`config.mk`:
```
export PLATFORM = sky130hd
export DESIGN_NAME = pipe_ctrl
export DESIGN_NICKNAME = d
export VERILOG_FILES = /design/src/rtl/pipe_ctrl.sv
export SDC_FILE = /design/constraint.sdc
export NUM_CORES = 1
export LEC_CHECK = 0
export ABC_AREA = 1
export BUFFER_PORTS_ARGS = -buffer_cell sky130_fd_sc_hd__buf_2
export CAP_MARGIN = 20
export CELL_PAD_IN_SITES_DETAIL_PLACEMENT = 1
export CELL_PAD_IN_SITES_GLOBAL_PLACEMENT = 1
export CORE_MARGIN = 2
export CORE_UTILIZATION = 33
export DETAILED_ROUTE_END_ITERATION = 16
export GPL_TIMING_DRIVEN = 0
export HOLD_SLACK_MARGIN = 0.03
export PLACE_DENSITY_LB_ADDON = 0.3
export SLEW_MARGIN = 0
export SYNTH_ARGS = -nofsm -noshare
export SYNTH_HDL_FRONTEND = slang
export SYNTH_SLANG_ARGS = --single-unit
```
`constraint.sdc`:
```
create_clock -name clk -period 1.4 [get_ports clk]
set_input_delay 0.07 -clock clk [delete_from_list [all_inputs] [get_ports clk]]
set_output_delay 0.07 -clock clk [all_outputs]
set_load 0.02 [all_outputs]
```
`src/rtl/pipe_ctrl.sv`:
```
// Pipeline control for the five-stage core: stall/flush generation, exception,
// interrupt and ERET sequencing, and the PC redirect that follows them.
module pipe_ctrl #(
    parameter int ADDR_W  = 30,
    parameter int EXP_W   = 3,
    parameter int EXP_INT = 1,
    parameter int VECTOR  = 0
) (
    input  logic              clk,
    input  logic              reset,
    input  logic              if_busy,
    input  logic              mem_busy,
    input  logic              ld_hazard,
    input  logic              irq,
    input  logic [ADDR_W-1:0] ex_pc,
    input  logic              ex_en_,
    input  logic [1:0]        ex_ctrl_op,
    input  logic [EXP_W-1:0]  ex_exp_code,
    output logic              if_stall,
    output logic              id_stall,
    output logic              ex_stall,
    output logic              mem_stall,
    output logic              if_flush,
    output logic              id_flush,
    output logic              ex_flush,
    output logic              mem_flush,
    output logic              int_detect,
    output logic              pc_load,
    output logic [ADDR_W-1:0] new_pc,
    output logic              ie,
    output logic [ADDR_W-1:0] epc,
    output logic [EXP_W-1:0]  exp_code
);
    localparam logic [EXP_W-1:0]  EXP_INT_C = EXP_W'(EXP_INT);
    localparam logic [ADDR_W-1:0] VECTOR_C  = ADDR_W'(VECTOR);

    typedef enum logic {RUN, REDIR} state_t;

    state_t             state_q, state_d;
    logic               ie_q, ie_d;
    logic               ie_saved_q, ie_saved_d;
    logic [ADDR_W-1:0]  epc_q, epc_d;
    logic [ADDR_W-1:0]  target_q, target_d;
    logic [EXP_W-1:0]   exp_code_q, exp_code_d;

    logic busy, valid, in_run;
    logic ev_exc, ev_intr, ev_eret, ev_ie_set, ev_ie_clr;

    // Events are only recognised in RUN; the EX/MEM slot is a bubble during REDIR.
    assign busy      = if_busy | mem_busy;
    assign valid     = ~ex_en_ & ~busy;
    assign in_run    = (state_q == RUN);
    assign ev_exc    = in_run & valid & (ex_exp_code != '0);
    assign ev_intr   = in_run & valid & irq & ie_q & ~ev_exc;
    assign ev_eret   = in_run & valid & (ex_ctrl_op == 2'd3) & ~ev_exc & ~ev_intr;
    assign ev_ie_set = in_run & valid & (ex_ctrl_op == 2'd1) & ~ev_exc & ~ev_intr;
    assign ev_ie_clr = in_run & valid & (ex_ctrl_op == 2'd2) & ~ev_exc & ~ev_intr;

    always_ff @(posedge clk) begin
        if (reset) begin
            state_q    <= RUN;
            ie_q       <= 1'b0;
            ie_saved_q <= 1'b0;
            epc_q      <= '0;
            target_q   <= '0;
            exp_code_q <= '0;
        end else begin
            state_q    <= state_d;
            ie_q       <= ie_d;
            ie_saved_q <= ie_saved_d;
            epc_q      <= epc_d;
            target_q   <= target_d;
            exp_code_q <= exp_code_d;
        end
    end

    always_comb begin
        state_d    = state_q;
        ie_d       = ie_q;
        ie_saved_d = ie_saved_q;
        epc_d      = epc_q;
        target_d   = target_q;
        exp_code_d = exp_code_q;
        if (!busy) begin
            if (state_q == REDIR) begin
                state_d = RUN;
            end else if (ev_exc || ev_intr) begin
                state_d    = REDIR;
                epc_d      = ex_pc;
                ie_saved_d = ie_q;
                ie_d       = 1'b0;
                target_d   = VECTOR_C;
                exp_code_d = ev_exc ? ex_exp_code : EXP_INT_C;
            end else if (ev_eret) begin
                state_d  = REDIR;
                ie_d     = ie_saved_q;
                target_d = epc_q;
            end else if (ev_ie_set) begin
                ie_d = 1'b1;
            end else if (ev_ie_clr) begin
                ie_d = 1'b0;
            end
        end
    end

    always_comb begin
        if_stall   = 1'b0;
        id_stall   = 1'b0;
        ex_stall   = 1'b0;
        mem_stall  = 1'b0;
        if_flush   = 1'b0;
        id_flush   = 1'b0;
        ex_flush   = 1'b0;
        mem_flush  = 1'b0;
        int_detect = ev_intr;
        // The redirect request is held for as long as REDIR lasts, busy or not.
        pc_load    = (state_q == REDIR);
        new_pc     = (state_q == REDIR) ? target_q : '0;
        if (busy) begin
            if_stall  = 1'b1;
            id_stall  = 1'b1;
            ex_stall  = 1'b1;
            mem_stall = 1'b1;
        end else if (state_q == REDIR) begin
            if_flush = 1'b1;
        end else if (ev_exc || ev_intr) begin
            if_flush  = 1'b1;
            id_flush  = 1'b1;
            ex_flush  = 1'b1;
            mem_flush = 1'b1;
        end else if (ev_eret) begin
            if_flush = 1'b1;
            id_flush = 1'b1;
            ex_flush = 1'b1;
        end else if (ld_hazard) begin
            if_stall = 1'b1;
            id_stall = 1'b1;
            id_flush = 1'b1;
        end
    end

    assign ie       = ie_q;
    assign epc      = epc_q;
    assign exp_code = exp_code_q;
endmodule
```
==> impl_metrics.env <==
export IMPL_syn_area_per_cell_sq_um=6.85
export IMPL_vias=3519
export IMPL_startpoint_type="flop"
export IMPL_wire_per_inst_microns=15.7
export IMPL_clock_sinks=66
export IMPL_fp_dieW_microns=100
export IMPL_worstSetupPathType="flop to output port"
export IMPL_dp_hpwl_mm=7.11
export IMPL_root_buffer="clkbuf_8"
export IMPL_grt_usage_pct=22.3
export IMPL_synth_nets=487
export IMPL_arrival_ps=1700
export IMPL_place_inst=671
export IMPL_synth_distinct_cells=27
export IMPL_grt_pass1_vias=3653
export IMPL_period_needed_ps=1770
export IMPL_drv_slew=0
export IMPL_violations="negative setup slack"
export IMPL_ys_seq_area_share_pct=43.4
export IMPL_ant_nets=0
export IMPL_areaGrowthSynthToFinish_pct=59.9
export IMPL_htree_levels=3
export IMPL_setup_viol=51
export IMPL_fmaxAchievable_ghz=0.566
export IMPL_status="complete, but fails checks"
export IMPL_nNetsFinal=670
export IMPL_cts_tree="built"
export IMPL_grt_max_degree=12
export IMPL_worst_ep_required_time_ps=1330
export IMPL_crit_fanout=10
export IMPL_hp_class="primary input to flop"
export IMPL_p_leak_uw=0.00275
export IMPL_avgViaCountPerCell=4.73
export IMPL_powerDensity_nw_per_um2=959
export IMPL_wirelength_mm=11.7
export IMPL_worstSkewPairLatency_ps=350
export IMPL_worstMarginPinSlew_ps=448
export IMPL_gr_total_overflow=0
export IMPL_clk_pin_slew_ps=80
export IMPL_drcViolationCount=0
export IMPL_gp_congestion=0.759
export IMPL_synth_warning_count=0
export IMPL_syn_inst=445
export IMPL_worstSetupEndpointType="output port"
export IMPL_maxSlewHeadroom_pct=70.1
export IMPL_antenna_found_initial=0
export IMPL_cts_buffer_depth=2
export IMPL_whs_ps=84.9
export IMPL_finClkSkew_ps=10.5
export IMPL_synth_seq_cells=66
export IMPL_rsz0062_at_grt="true"
export IMPL_grt_pass1_wl_mm=17.3
export IMPL_cap_violations=0
export IMPL_fp_coreArea_sq_um=9110
export IMPL_syn_area_sq_um=3050
export IMPL_num_rows=35
export IMPL_fin_tns_setup_ps=-7620
export IMPL_design_die_area_sq_um=10000
export IMPL_instances_no_fill=744
export IMPL_worst_slack_ps=-365
export IMPL_numCtsBuffers=9
export IMPL_max_vdd_ir_drop_mv=0.476
export IMPL_drive_gt1_share_pct=35.7
export IMPL_ios=116
export IMPL_drt_first_pass_iters=4
export IMPL_start_util_pct=33.4
export IMPL_diodes=0
export IMPL_first_iter_violations=88
export IMPL_timing_final_crit_share_pct=126
export IMPL_final_hold_viol_count=0
export IMPL_io_buffers=115
export IMPL_die_h_microns=100
export IMPL_final_core_util_pct=53.5
## worst max-delay path: stages (launching register included)
cell and delay, ps:
dfxtp_4 360, inv_4 40, nand2_4 90, nor2_8 50, nand2_4 120, buf_8 170
nand3_4 100, o21bai_4 180, buf_6 110, buf_6 100
## timing repair
action / in CTS / in global routing
hold endpoints to repair: 33 / 0
cloned: 0 / 4
pin swaps: 3 / 28
hold buffers: 34 / 0
endpoints found under the setup margin: 99 / 101
setup buffers: 9 / 12
gates resized for setup: 55 / 64
## layer usage
layer / vias up / track usage [%] / routed length (microns)
met2: 88 / 42.5 / 6290
li1: 1721 / - / -
met4: 0 / 7.27 / 245
met3: 20 / 5.50 / 375
met1: 1690 / 24.0 / 4790
met5: - / 0 / 0
## registers in the layout, summed over array words and instances, names as in the netlist
register	flops
ie	1
target_q	30
pc_load	1
ie_saved_q	1
exp_code	3
epc	30
## layout make-up
class | count | area, sq um
buffer | 30 | 292
timing repair buffer | 172 | 1240
tap | 111 | 139
fill | 1154 | 4240
clock buffer | 14 | 173
clock inverter | 2 | 35.0
sequential | 66 | 1330
multi-input combinational | 277 | 1390
inverter | 72 | 277
## where the power goes
part | switching [uW] | internal (uW)
clock | 739 | 968
combinational | 493 | 413
sequential | 74.6 | 1980
## cells by family (layout without fill, tap and decap cells)
kind of cell	count (synthesis)	count (layout)	synth area share, %
compound gates	71	71	12.4
buf+inv	102	290	14.0
flops	66	66	43.4
simple gates	206	206	30.2
## cell usage in the layout, fill, tap and decap left out, types with 3 or more instances in the layout
cell type	n
buf_2	105
buf_4	29
buf_6	10
buf_8	9
clkbuf_1	4
clkbuf_16	4
clkbuf_2	3
clkbuf_4	3
clkbuf_8	13
dfxtp_1	64
dlygate4sd3_1	34
inv_1	68
nand2_1	66
nand2_2	3
nand2_4	3
nand3_1	19
nand3_2	12
nor2_1	85
nor2_2	12
o21ai_0	35
o21ai_1	26
o21ai_2	3
## synth_stat cells, drive strengths merged
| cell type | count | area (sq um) |
|---|---|---|
| nor2 | 99 | 403 |
| nand2 | 72 | 280 |
| inv | 71 | 267 |
| dfxtp | 66 | 1320 |
| o21ai | 65 | 337 |
| nand3 | 32 | 220 |
| buf | 17 | 108 |
| clkbuf | 13 | 48.8 |
| a21oi | 3 | 18.8 |
| nor3 | 2 | 10.0 |
| o211ai | 2 | 15.0 |
| clkinv | 1 | 3.75 |
| nand3b | 1 | 7.51 |
| o21bai | 1 | 7.51 |
## path summary, 6_finish.rpt
path              slack, ps  cells after the start          start           to
setup / recovery       -370                      9        pc_load     if_stall
hold / removal           80                      4  ex_ctrl_op[1]           ie
setup reg to reg       -220                     11        pc_load       epc[9]
hold reg to reg         480                      2    exp_code[1]  exp_code[1]
## metrics by stage
step           total power [uW]  instance area (sq um)  worst slack, ps
2_1_floorplan              2510                   3090            -88.8
3_3_place_gp               2730                   3800             -215
3_5_place_dp               2760                   3800             -253
4_1_cts                    4600                   4580             -365
5_1_grt                    4890                   4870             -439
6_report                   4670                   4870             -365
Note: power is estimated with default switching activity, not from simulation.
